### config.mk
export PLATFORM = sky130hd
export DESIGN_NAME = result_display_driver
export DESIGN_NICKNAME = d
export VERILOG_FILES = /design/src/rtl/result_display_driver.sv
export SDC_FILE = /design/constraint.sdc
export NUM_CORES = 1
export LEC_CHECK = 0
export BUFFER_PORTS_ARGS = -buffer_cell sky130_fd_sc_hd__buf_2
export CORE_MARGIN = 3
export CORE_UTILIZATION = 35
export CTS_CLUSTER_SIZE = 40
export DETAILED_ROUTE_END_ITERATION = 10
export GPL_TIMING_DRIVEN = 0
export MAX_ROUTING_LAYER = met4
export PLACE_DENSITY = 0.6
export SLEW_MARGIN = 20
export SYNTH_ARGS = -nofsm -noshare
export SYNTH_HDL_FRONTEND = slang
export SYNTH_SLANG_ARGS = --single-unit
export TNS_END_PERCENT = 5
### constraint.sdc
create_clock -name clk -period 5.08 [get_ports clk]
set_clock_uncertainty 0.2 [all_clocks]
set_input_delay 0.508 -clock clk [delete_from_list [all_inputs] [get_ports clk]]
set_output_delay 0.508 -clock clk [all_outputs]
set_load 0.02 [all_outputs]
### src/rtl/result_display_driver.sv
// result_display_driver
//   Registers the add/subtract unit's result (res, carry) and operation on a
//   load strobe and scans it onto a 4-digit, active-low, common-anode
//   7-segment display.
//     digit 0 : result nibble in hex
//     digit 1 : carry/borrow as '1' or '0'
//     digit 2 : operation letter, 'A' (add) or 'S' (subtract)
//     digit 3 : blank
//   Until the first load the display shows dashes on digits 0..2.
//
//   Optional feature macro: BLINK_ON_CARRY_EN
//     When defined, the whole display blinks while a captured value with
//     carry set is shown. The blink half-period is BLINK_DIV digit slots.
//     When undefined, the display is steady.
module result_display_driver #(
   parameter int unsigned REFRESH_DIV = 50000,
   parameter int unsigned BLINK_DIV   = 64
) (
   input  logic       clk,
   input  logic       reset,
   input  logic       load,
   input  logic [3:0] res,
   input  logic       carry,
   input  logic       op,
   output logic       busy,
   output logic [3:0] an,
   output logic [6:0] seg,
   output logic       dp
);

   localparam int unsigned PRESC_W = (REFRESH_DIV > 1) ? $clog2(REFRESH_DIV) : 1;
   localparam int unsigned IDX_W   = 2;
   localparam int unsigned AN_W    = 4;
   localparam int unsigned SEG_W   = 7;

   localparam logic [PRESC_W-1:0] PRESC_LAST = PRESC_W'(REFRESH_DIV - 1);

   // Active-low glyphs, bit order {g,f,e,d,c,b,a}
   localparam logic [SEG_W-1:0] GLYPH_BLANK = 7'b1111111;
   localparam logic [SEG_W-1:0] GLYPH_DASH  = 7'b0111111;
   localparam logic [SEG_W-1:0] GLYPH_ZERO  = 7'b1000000;
   localparam logic [SEG_W-1:0] GLYPH_ONE   = 7'b1111001;
   localparam logic [SEG_W-1:0] GLYPH_A     = 7'b0001000;
   localparam logic [SEG_W-1:0] GLYPH_S     = 7'b0010010;

   localparam logic [AN_W-1:0]  AN_OFF      = 4'b1111;

   typedef enum logic [0:0] {
      ST_IDLE = 1'b0,
      ST_SHOW = 1'b1
   } state_t;

   state_t             state;
   state_t             state_next;

   logic [PRESC_W-1:0] presc;
   logic               tick_c;
   logic [IDX_W-1:0]   idx;

   logic [3:0]         res_q;
   logic               carry_q;
   logic               op_q;

   logic [SEG_W-1:0]   glyph_c;
   logic [AN_W-1:0]    an_c;

   // Hex nibble to active-low segment pattern
   function automatic logic [SEG_W-1:0] hex_glyph(input logic [3:0] v);
      logic [SEG_W-1:0] g;
      case (v)
         4'h0:    g = 7'b1000000;
         4'h1:    g = 7'b1111001;
         4'h2:    g = 7'b0100100;
         4'h3:    g = 7'b0110000;
         4'h4:    g = 7'b0011001;
         4'h5:    g = 7'b0010010;
         4'h6:    g = 7'b0000010;
         4'h7:    g = 7'b1111000;
         4'h8:    g = 7'b0000000;
         4'h9:    g = 7'b0010000;
         4'hA:    g = 7'b0001000;
         4'hB:    g = 7'b0000011;
         4'hC:    g = 7'b1000110;
         4'hD:    g = 7'b0100001;
         4'hE:    g = 7'b0000110;
         default: g = 7'b0001110;
      endcase
      return g;
   endfunction

   // Terminal count of the refresh prescaler marks a digit-slot boundary
   assign tick_c = (presc == PRESC_LAST);

   // Refresh prescaler: 0..REFRESH_DIV-1, wraps on tick
   always_ff @(posedge clk) begin
      if (reset) begin
         presc <= '0;
      end else if (tick_c) begin
         presc <= '0;
      end else begin
         presc <= presc + PRESC_W'(1);
      end
   end

   // Digit index advances once per slot, wrapping 3 -> 0 naturally
   always_ff @(posedge clk) begin
      if (reset) begin
         idx <= '0;
      end else if (tick_c) begin
         idx <= idx + IDX_W'(1);
      end
   end

   // Capture registers; a held load recaptures every cycle
   always_ff @(posedge clk) begin
      if (reset) begin
         res_q   <= '0;
         carry_q <= 1'b0;
         op_q    <= 1'b0;
      end else if (load) begin
         res_q   <= res;
         carry_q <= carry;
         op_q    <= op;
      end
   end

`ifdef BLINK_ON_CARRY_EN
   localparam int unsigned BLINK_W = (BLINK_DIV > 1) ? $clog2(BLINK_DIV) : 1;
   localparam logic [BLINK_W-1:0] BLINK_LAST = BLINK_W'(BLINK_DIV - 1);

   logic [BLINK_W-1:0] blink_cnt;
   logic               blink_phase;

   // Slot counter toggles the blink phase every BLINK_DIV ticks
   always_ff @(posedge clk) begin
      if (reset) begin
         blink_cnt   <= '0;
         blink_phase <= 1'b0;
      end else if (tick_c) begin
         if (blink_cnt == BLINK_LAST) begin
            blink_cnt   <= '0;
            blink_phase <= ~blink_phase;
         end else begin
            blink_cnt   <= blink_cnt + BLINK_W'(1);
         end
      end
   end
`else
   logic unused_blink_div_c;
   assign unused_blink_div_c = ^BLINK_DIV;
`endif

   // FSM state register; busy mirrors the registered state
   always_ff @(posedge clk) begin
      if (reset) begin
         state <= ST_IDLE;
         busy  <= 1'b0;
      end else begin
         state <= state_next;
         busy  <= (state_next == ST_SHOW);
      end
   end

   // FSM next state: load enters/stays in SHOW, only reset leaves it
   always_comb begin
      state_next = state;
      case (state)
         ST_IDLE: if (load) state_next = ST_SHOW;
         ST_SHOW: state_next = ST_SHOW;
         default: state_next = ST_IDLE;
      endcase
   end

   // FSM output: glyph and enable for the digit selected this slot
   always_comb begin
      glyph_c = GLYPH_BLANK;
      an_c    = ~(4'b0001 << idx);
      case (idx)
         2'd0: glyph_c = (state == ST_SHOW) ? hex_glyph(res_q) : GLYPH_DASH;
         2'd1: glyph_c = (state == ST_SHOW) ? (carry_q ? GLYPH_ONE : GLYPH_ZERO)
                                            : GLYPH_DASH;
         2'd2: glyph_c = (state == ST_SHOW) ? (op_q ? GLYPH_S : GLYPH_A)
                                            : GLYPH_DASH;
         default: glyph_c = GLYPH_BLANK;
      endcase
`ifdef BLINK_ON_CARRY_EN
      if ((state == ST_SHOW) && carry_q && blink_phase) begin
         an_c = AN_OFF;
      end
`endif
   end

   // Display registers update only on slot boundaries; dark until first tick
   always_ff @(posedge clk) begin
      if (reset) begin
         an  <= AN_OFF;
         seg <= GLYPH_BLANK;
      end else if (tick_c) begin
         an  <= an_c;
         seg <= glyph_c;
      end
   end

   // Decimal point is never lit
   assign dp = 1'b1;

endmodule

==> results of run 1 <==
[Yosys cell counts, types with 2 or more instances]
| master | n | share of area (%) |
|---|---|---|
| inv_1 | 8 | 1.5 |
| ha_1 | 14 | 8.7 |
| nand3_1 | 5 | 1.2 |
| mux2i_1 | 11 | 5.4 |
| or4_1 | 4 | 1.5 |
| dfxtp_1 | 43 | 43 |
| xnor2_1 | 5 | 2.2 |
| xor2_1 | 11 | 4.8 |
| nor2b_1 | 3 | 0.93 |
| a21oi_1 | 10 | 2.5 |
| o22ai_1 | 3 | 0.93 |
| buf_4 | 2 | 0.74 |
| buf_2 | 3 | 0.74 |
| clkbuf_1 | 7 | 1.3 |
| nor3_1 | 4 | 0.99 |
| nor2_1 | 42 | 7.8 |
| and4_1 | 2 | 0.87 |
| a211o_1 | 5 | 2.2 |
| a2111oi_0 | 3 | 1.3 |
| nand2_1 | 9 | 1.7 |
| and3_1 | 3 | 0.93 |
| o21ai_0 | 5 | 1.2 |
| nand4_1 | 6 | 1.9 |
[per-layer routing]
metal,vias up,track usage [%],wire [µm],part of all wire [%]
met3,4,3.84,180,4.6
met1,687,18.4,2060,52
met4,0,4.98,56,1.4
met2,33,16.7,1630,41
li1,813,-,-,-
met5,-,-,0,0
[per-stage QoR]
step | hold WS [ps] | power [mW] | utilization, %
6_report | 257 | 0.718 | 42.1
5_1_grt | 257 | 0.747 | 42.1
4_1_cts | 248 | 0.727 | 42.1
3_5_place_dp | 246 | 0.412 | 39.7
3_3_place_gp | 240 | 0.411 | 39.7
2_1_floorplan | 226 | 0.398 | -
[power groups by stage]
stage          clock [mW]  sequential [mW]  combinational, mW
2_1_floorplan           0            0.359             0.0384
3_3_place_gp            0            0.360             0.0512
3_5_place_dp            0            0.361             0.0514
4_1_cts             0.323            0.353             0.0518
5_1_grt             0.336            0.354             0.0578
6_report            0.314            0.352             0.0514
[kinds of logic after synthesis]
kind of cell / Yosys count / synth area share [%]
xor gates and xnor gates: 16 / 6.93
and+or+nand+nor: 84 / 20.0
DFF: 43 / 42.6
muxes: 12 / 6.56
AOI/OAI and AO/OA: 30 / 9.85
adders and majority gates: 14 / 8.67
other: 1 / 0.186
buffers and inverters: 23 / 5.20
[path summary, 6_finish.rpt]
kind / from / end / slack [ps] / cells past startpoint
max: presc[0] / seg[1] / 2630 / 6
min: an[0] / an[0] / 260 / 1
max reg2reg: presc[0] / seg[1] / 2630 / 6
min reg2reg: an[0] / an[0] / 260 / 1
[final cells by class]
class / instances / area (µm²)
Clock inverter: 2 / 60.1
Timing Repair Buffer: 18 / 90.1
Multi-Input combinational cell: 157 / 1050
Clock buffer: 6 / 72.6
Sequential cell: 43 / 861
Inverter: 9 / 33.8
Buffer: 14 / 71.3
Fill cell: 559 / 3210
Tap cell: 72 / 90.1
==> flow_metrics.tcl, run 1 <==
set metrics [dict create \
    status "finished, final reports clean" \
    synth-async-reset-ratio_pct 0 \
    wl_per_cell_um 12.3 \
    p_clk_share_pct 43.7 \
    path_buf_inv 1 \
    rsz0062_at_grt "false" \
    ctsHtreeMaxLevel 2 \
    finalCriticalPeriod_ps 2450 \
    worst_path_max_delay_cell "or4_1" \
    gp_congestion 0.820 \
    final_nets 271 \
    cp_top_family "simple AND/OR/NAND/NOR gates" \
    p_leak_nw 0.921 \
    p_int_mw 0.565 \
    cellPowerDensity_nw_per_um2 308 \
    hold_violations 0 \
    period_share_pct 48.3 \
    timing.final.ws_setup_ps 2630 \
    start_util_pct 36.5 \
    viasPerCell 4.79 \
    finalNonFillerCells 321 \
    switching_power_mw 0.152 \
    path_class "flip-flop to flip-flop" \
    dieArea_um2 6720 \
    drv_slew 0 \
    cp_max_fo 7 \
    cts_tree "done" \
    clock-sinks 43 \
    vias 1537 \
    cts-hold-fix-buffers 0 \
    synth_seq_cells 43 \
    syn_inst 223 \
    clkTransAtPathRegs_ps 90 \
    fmax_mhz 408 \
    die_x_um 82.0 \
    final_area_um2 2330 \
    syn_avg_cell_area_um2 9.06 \
    dp.final_hpwl_um 2860 \
    hold_class "flip-flop to flip-flop" \
    gr-total-overflow 0 \
    tns_ps 0 \
    grt_max_degree 14 \
    cap_violations 0 \
    drtPass1Iterations 4 \
    ctsLongestPathBuffers 2 \
    postCtsSetupRepairBufs 0 \
    max_slew_margin_pct 66.4 \
    track_usage_pct 12.9 \
    portBuffers 18 \
    area.growth.synth_to_final_pct 15.5 \
    synth-seq-area-share_pct 42.6 \
    synth_cell_type_count 38 \
    synth_area_um2 2020 \
    first_global_vias 1368 \
    drt_iter0_markers 71 \
    synth_top_flop_cell "dfxtp_1" \
    layout_commonest_cell "dfxtp_1" \
    max_stage_delay_ps 530 \
    drc 0 \
    num_rows 27 \
    ctsResizeCount 0 \
    yosysWarnings 0 \
    worstPathRequired_ps 5050 \
    clkLatencyLatePin_ps 300 \
    power_frac_seq_pct 49.1 \
    synth_nets 246 \
    cts-root-buf "clkbuf_8" \
    layout_common_cells "dfxtp_1, nor2_1, buf_2, ha_1" \
    crit_path_start_kind "flip-flop" \
    crit_arrival_ps 2430 \
    p_sw_share_pct 21.2 \
    drt.antenna.violating_nets 0 \
    antenna_found_initial 0 \
    io_pins 22 \
    drive_gt1_share_pct 13.3 \
    worst_pin_slew_ps 492 \
    end_kind "flip-flop" \
    preCtsSetupSlack_ps 2610 \
    placed_area_um2 2200 \
    wl_um 3930 \
    core_um2 5540 \
    crit_chain "ha_1 > nand3_1 > or4_1 > buf_2 > a2111oi_0 > a21oi_1" \
    synth_edf_count 0 \
    setup_viol 0 \
    numCtsBuffers 5 \
    place_inst 313 \
    n_antenna_cell 0 \
    p_comb_share_pct 7.2 \
    irDropWorstVdd_mv 0.166 \
    grt_first_pass_wirelength_um 6360 \
    die_y_um 82.0 \
]
(Power assumes the default switching activity.)
==> inputs of run 2 (changes only) <==
--- a/config.mk
+++ b/config.mk
@@ -5,6 +5,7 @@
 export SDC_FILE = /design/constraint.sdc
 export NUM_CORES = 1
 export LEC_CHECK = 0
+export ABC_AREA = 1
 export BUFFER_PORTS_ARGS = -buffer_cell sky130_fd_sc_hd__buf_2
 export CORE_MARGIN = 3
 export CORE_UTILIZATION = 35
@@ -12,7 +13,7 @@
 export DETAILED_ROUTE_END_ITERATION = 10
 export GPL_TIMING_DRIVEN = 0
 export MAX_ROUTING_LAYER = met4
-export PLACE_DENSITY = 0.6
+export PLACE_DENSITY = 0.62
 export SLEW_MARGIN = 20
 export SYNTH_ARGS = -nofsm -noshare
 export SYNTH_HDL_FRONTEND = slang
==> constraint.sdc (replaced) <==
create_clock -name clk -period 2.1 [get_ports clk]
set_clock_uncertainty 0.2 [all_clocks]
set_input_delay 0.21 -clock clk [delete_from_list [all_inputs] [get_ports clk]]
set_output_delay 0.21 -clock clk [all_outputs]
set_load 0.02 [all_outputs]
==> flow_metrics.tcl, run 2 <==
set metrics [dict create \
    status "finished, final reports clean" \
    drv_slew 0 \
    holdPathStages 3 \
    drc 0 \
    synthTopCellsByArea "dfxtp_1, nand2_1, ha_1" \
    netlist.area_leader.share_pct 39.5 \
    track_usage_pct 12.7 \
    synth-async-reset-ratio_pct 0 \
    cts-hold-fix-buffers 1 \
    ctsResizeCount 0 \
    hold_class "input port to flip-flop" \
    cts-root-buf "clkbuf_8" \
    finalCriticalPeriod_ps 1750 \
    crit_arrival_ps 1740 \
    fmax_mhz 571 \
    synth_cell_type_count 30 \
    path_class "flip-flop to flip-flop" \
    gr-total-overflow 0 \
    area.growth.synth_to_final_pct 13.0 \
    viasPerCell 4.58 \
    synth_edf_count 0 \
    yosysMostFrequentCell "nand2_1" \
    synth_nets 322 \
    dp.final_hpwl_um 3220 \
    cap_violations 0 \
    n_antenna_cell 0 \
    setup_viol 0 \
    drive_gt1_share_pct 15.0 \
    layout_commonest_cell "nand2_1" \
    core_um2 5990 \
    yosysWarnings 0 \
    seqCellArea_um2 861 \
    nFillCells 620 \
    postCtsSetupRepairBufs 0 \
    synth_area_um2 2180 \
    die_x_um 84.9 \
    dieArea_um2 7210 \
    layout_common_cells "nand2_1, dfxtp_1, nand3_1, nor2_1, inv_1" \
    clock-sinks 43 \
    multiInputGateArea_um2 1170 \
    clkLatencyLatePin_ps 300 \
    place_inst 393 \
    crit_path_start_kind "flip-flop" \
    worstPathRequired_ps 2090 \
    hold_violations 0 \
    grt_first_pass_wirelength_um 7450 \
    yosysTopAreaCell "dfxtp_1" \
    gp_congestion 0.840 \
    num_rows 28 \
    portBuffers 19 \
    syn_inst 299 \
    end_kind "flip-flop" \
    die_y_um 84.9 \
    ctsHtreeMaxLevel 2 \
    final_nets 349 \
    wl_um 4200 \
    start_util_pct 36.4 \
    cellPowerDensity_nw_per_um2 611 \
    clkTransAtPathRegs_ps 70 \
    grt_max_degree 14 \
    numCtsBuffers 5 \
    io_pins 22 \
    p_leak_nw 1.08 \
    antenna_found_initial 0 \
    first_global_vias 1694 \
    drt.antenna.violating_nets 0 \
    cts_tree "done" \
    synth_top_flop_cell "dfxtp_1" \
    drt_iter0_markers 42 \
    synth_seq_cells 43 \
    wl_per_cell_um 10.4 \
    rsz0062_at_grt "false" \
    tns_ps 0 \
    reg2reg_depth 8 \
    period_share_pct 83.4 \
    synth-seq-area-share_pct 39.5 \
    finalNonFillerCells 402 \
    syn_avg_cell_area_um2 7.29 \
    irDropWorstVdd_mv 0.317 \
    cp_max_fo 7 \
    vias 1842 \
    synth_commonest_cells "nand2_1, dfxtp_1, nand3_1, nor2_1, inv_1" \
    drtPass1Iterations 5 \
    ctsLongestPathBuffers 2 \
]
==> run 2: kinds of logic after synthesis <==
group	after synthesis	share of synthesized area, %
other	1	0.172
AO/OA/AOI/OAI	33	7.75
adder cells (fa/ha/maj)	14	8.03
AND/OR/NAND/NOR	171	36.5
flip-flops	43	39.5
buffers and inverters	34	6.83
XOR/XNOR	3	1.21
==> run 2: worst paths after layout <==
path                  from   endpoint  slack (ps)
setup / recovery  res_q[1]  flip-flop         350
hold / removal      res[0]   res_q[0]          10
setup reg to reg  res_q[1]  flip-flop         350
hold reg to reg   presc[0]   presc[0]         260
==> run 2: metrics by stage <==
| stage | setup WS [ps] | hold WS, ps | cell area (µm²) | power [mW] | utilization (%) |
|---|---|---|---|---|---|
| after floorplan | 424 | 145 | 2180 | 0.976 | - |
| after CTS | 348 | 5.60 | 2460 | 1.53 | 41.1 |
| after detailed placement | 126 | 246 | 2370 | 1.01 | 39.6 |
| final | 348 | 11.6 | 2460 | 1.51 | 41.1 |
| after global placement | 148 | 238 | 2370 | 1.01 | 39.6 |
| after global routing | 217 | 56.3 | 2460 | 1.58 | 41.1 |
==> run 2: power breakdown <==
group | leakage, nW | switching [mW] | internal (mW) | total (mW)
sequential | 0.351 | 0.0124 | 0.844 | 0.857
clock | 0.0412 | 0.282 | 0.233 | 0.514
combinational | 0.693 | 0.0864 | 0.0495 | 0.136
==> run 2: layer usage <==
| layer | wire length [µm] | vias to the layer above | global-route usage (%) |
|---|---|---|---|
| met3 | 149 | 6 | 2.82 |
| met1 | 2240 | 801 | 17.1 |
| li1 | - | 1007 | - |
| met5 | 0 | - | - |
| met2 | 1740 | 28 | 18.6 |
| met4 | 70 | 0 | 4.75 |
==> run 2: area by class of cell <==
| class | instances | area share (%) |
|---|---|---|
| buffer | 5 | 1.52 |
| clock buffer | 6 | 2.94 |
| clock inverter | 2 | 0.508 |
| inverter | 29 | 4.52 |
| multi-input combinational | 222 | 47.5 |
| sequential | 43 | 34.9 |
| tap | 75 | 3.81 |
| timing repair buffer | 20 | 4.26 |
==> run 2: worst max-delay path, cell delays in order (launching register included) <==
cell and delay [ps]:
dfxtp_1 300, or2_2 260, nand3_1 220, inv_1 130, ha_1 300, inv_1 60
nand2_1 70, nand3_1 70, nand2_1 50
==> inputs of run 3 (changes only) <==
--- a/config.mk
+++ b/config.mk
@@ -5,7 +5,7 @@
 export SDC_FILE = /design/constraint.sdc
 export NUM_CORES = 1
 export LEC_CHECK = 0
-export ABC_AREA = 1
+export ABC_AREA = 0
 export BUFFER_PORTS_ARGS = -buffer_cell sky130_fd_sc_hd__buf_2
 export CORE_MARGIN = 3
 export CORE_UTILIZATION = 35
@@ -13,7 +13,7 @@
 export DETAILED_ROUTE_END_ITERATION = 10
 export GPL_TIMING_DRIVEN = 0
 export MAX_ROUTING_LAYER = met4
-export PLACE_DENSITY = 0.62
+export PLACE_DENSITY = 0.6
 export SLEW_MARGIN = 20
 export SYNTH_ARGS = -nofsm -noshare
 export SYNTH_HDL_FRONTEND = slang
==> constraint.sdc (replaced) <==
create_clock -name clk -period 1.8 [get_ports clk]
set_clock_uncertainty 0.2 [all_clocks]
set_input_delay 0.18 -clock clk [delete_from_list [all_inputs] [get_ports clk]]
set_output_delay 0.18 -clock clk [all_outputs]
set_load 0.02 [all_outputs]
==> flow_metrics.tcl, run 3 (synthesis results as in run 1) <==
set metrics [dict create \
    status "finished with violations" \
    violations "setup timing" \
    finalNonFillerCells 325 \
    p_leak_nw 0.952 \
    power.total_mw 1.82 \
    cap_violations 0 \
    track_usage_pct 13.8 \
    clock-sinks 43 \
    layout_commonest_cell "nor2_1" \
    place_inst 313 \
    die_x_um 82.0 \
    io_pins 22 \
    placed_area_um2 2260 \
    worst_pin_slew_ps 879 \
    hold_violations 0 \
    wl_per_cell_um 12.3 \
    ctsLongestPathBuffers 2 \
    drtPass1Iterations 4 \
    worstPathRequired_ps 1780 \
    antenna_found_initial 0 \
    cts_tree "done" \
    vias 1576 \
    viasPerCell 4.85 \
    crit_chain "or4_4 > or4_4 > buf_6 > a211o_1" \
    first_global_vias 1538 \
    cts-root-buf "clkbuf_8" \
    crit_path_start_kind "flip-flop" \
    cellPowerDensity_nw_per_um2 739 \
    routed.top_layer "met4" \
    path_class "flip-flop to flip-flop" \
    period_share_pct 118 \
    wl_met1_um 1960 \
    drt_iter0_markers 45 \
    wl_um 4010 \
    hold_class "input port to flip-flop" \
    clkLatencyLatePin_ps 290 \
    crit_arrival_ps 2100 \
    gp_congestion 0.770 \
    ctsHtreeMaxLevel 2 \
    numCtsBuffers 5 \
    wl_met2_um 1860 \
    max_stage_delay_ps 530 \
    timing.final.ws_setup_ps -327 \
    area.growth.synth_to_final_pct 22.0 \
    finalCriticalPeriod_ps 2130 \
    cp_top_family "simple AND/OR/NAND/NOR gates" \
    setup_viol 29 \
    drt.antenna.violating_nets 0 \
    rsz0062_at_grt "true" \
    cp_max_fo 10 \
    gr-total-overflow 0 \
    nFillCells 569 \
    num_rows 27 \
    layout_common_cells "nor2_1, dfxtp_1, buf_2, ha_1" \
    drc 0 \
    portBuffers 18 \
    clkTransAtPathRegs_ps 80 \
    dieArea_um2 6720 \
    n_antenna_cell 0 \
    preCtsSetupSlack_ps -469 \
    post-route-util_pct 44.5 \
    die_y_um 82.0 \
    grt_first_pass_wirelength_um 6960 \
    max_slew_margin_pct 40.8 \
    grt_max_degree 13 \
    wl_met3_um 132 \
    core_um2 5540 \
    start_util_pct 36.5 \
    final_area_um2 2470 \
    drv_slew 0 \
    fmax_mhz 470 \
    worst_path_max_delay_cell "or4_4" \
    drive_gt1_share_pct 22.1 \
    end_kind "flip-flop" \
    path_buf_inv 1 \
    irDropWorstVdd_mv 0.338 \
    path_common_cell "or4_4" \
    dp.final_hpwl_um 2860 \
    final_nets 275 \
]
-- run 3: changes by cell type in the layout (fill, tap and decap cells not counted), moves of 4 or more --
cell,before,now
a211o_1,0,5
a21oi_1,16,10
dfxtp_1,43,39
inv_1,22,8
inv_2,6,0
mux2i_1,0,11
nand2_1,80,9
nand3_1,34,5
nand3b_1,5,0
nor2_1,32,40
o21ai_0,12,3
xor2_1,2,11
-- run 3: power breakdown --
| group | leakage [nW] | total, mW | internal (mW) | switching, mW |
|---|---|---|---|---|
| Combinational | 0.548 | 0.167 | 0.0740 | 0.0927 |
| Sequential | 0.352 | 0.999 | 0.980 | 0.0185 |
| Clock | 0.0515 | 0.656 | 0.350 | 0.306 |
-- run 3: final timing paths --
check / from / endpoint / slack, ps / cells after the start
setup reg to reg: presc[11] / seg[6] / -330 / 4
hold / removal: load / state / 70 / 3
hold reg to reg: an[3] / an[3] / 260 / 1
setup / recovery: presc[11] / seg[6] / -330 / 4
-- run 3: layout make-up --
| class | count | area [µm²] | share of cell area (%) |
|---|---|---|---|
| Clock buffer | 8 | 100 | 4.06 |
| Tap cell | 72 | 90.1 | 3.65 |
| Multi-Input combinational cell | 157 | 1150 | 46.7 |
| Sequential cell | 43 | 868 | 35.2 |
| Inverter | 9 | 35.0 | 1.42 |
| Timing Repair Buffer | 24 | 145 | 5.89 |
| Buffer | 12 | 76.3 | 3.09 |
-- run 3: metal layers --
metal	vias to the layer above	track usage, %
li1	818	-
met3	6	3.29
met1	731	17.3
met4	0	4.98
met5	-	-
met2	21	21.5
-- run 3: what timing repair did --
action / 4_1_cts / 5_1_grt
setup endpoints to repair: 30 / 31
gates resized for setup: 16 / 8
buffers inserted: 2 / 0
pin swaps: 0 / 0
hold buffers: 4 / 0
hold endpoints to repair: 4 / 0
-- run 3: metrics by stage --
stage               TNS [ps]  hold slack, ps
detailed placement    -11730             224
global route           -9210            79.4
floorplan              -5960             127
CTS                    -7810            60.8
global placement      -11920             221
finish                 -7260            67.9
-- run 3: worst register-to-register path, cell delays in order, from the launching register on --
cell,delay [ps]
dfxtp_4,360
or4_4,500
or4_4,530
buf_6,190
a211o_1,250
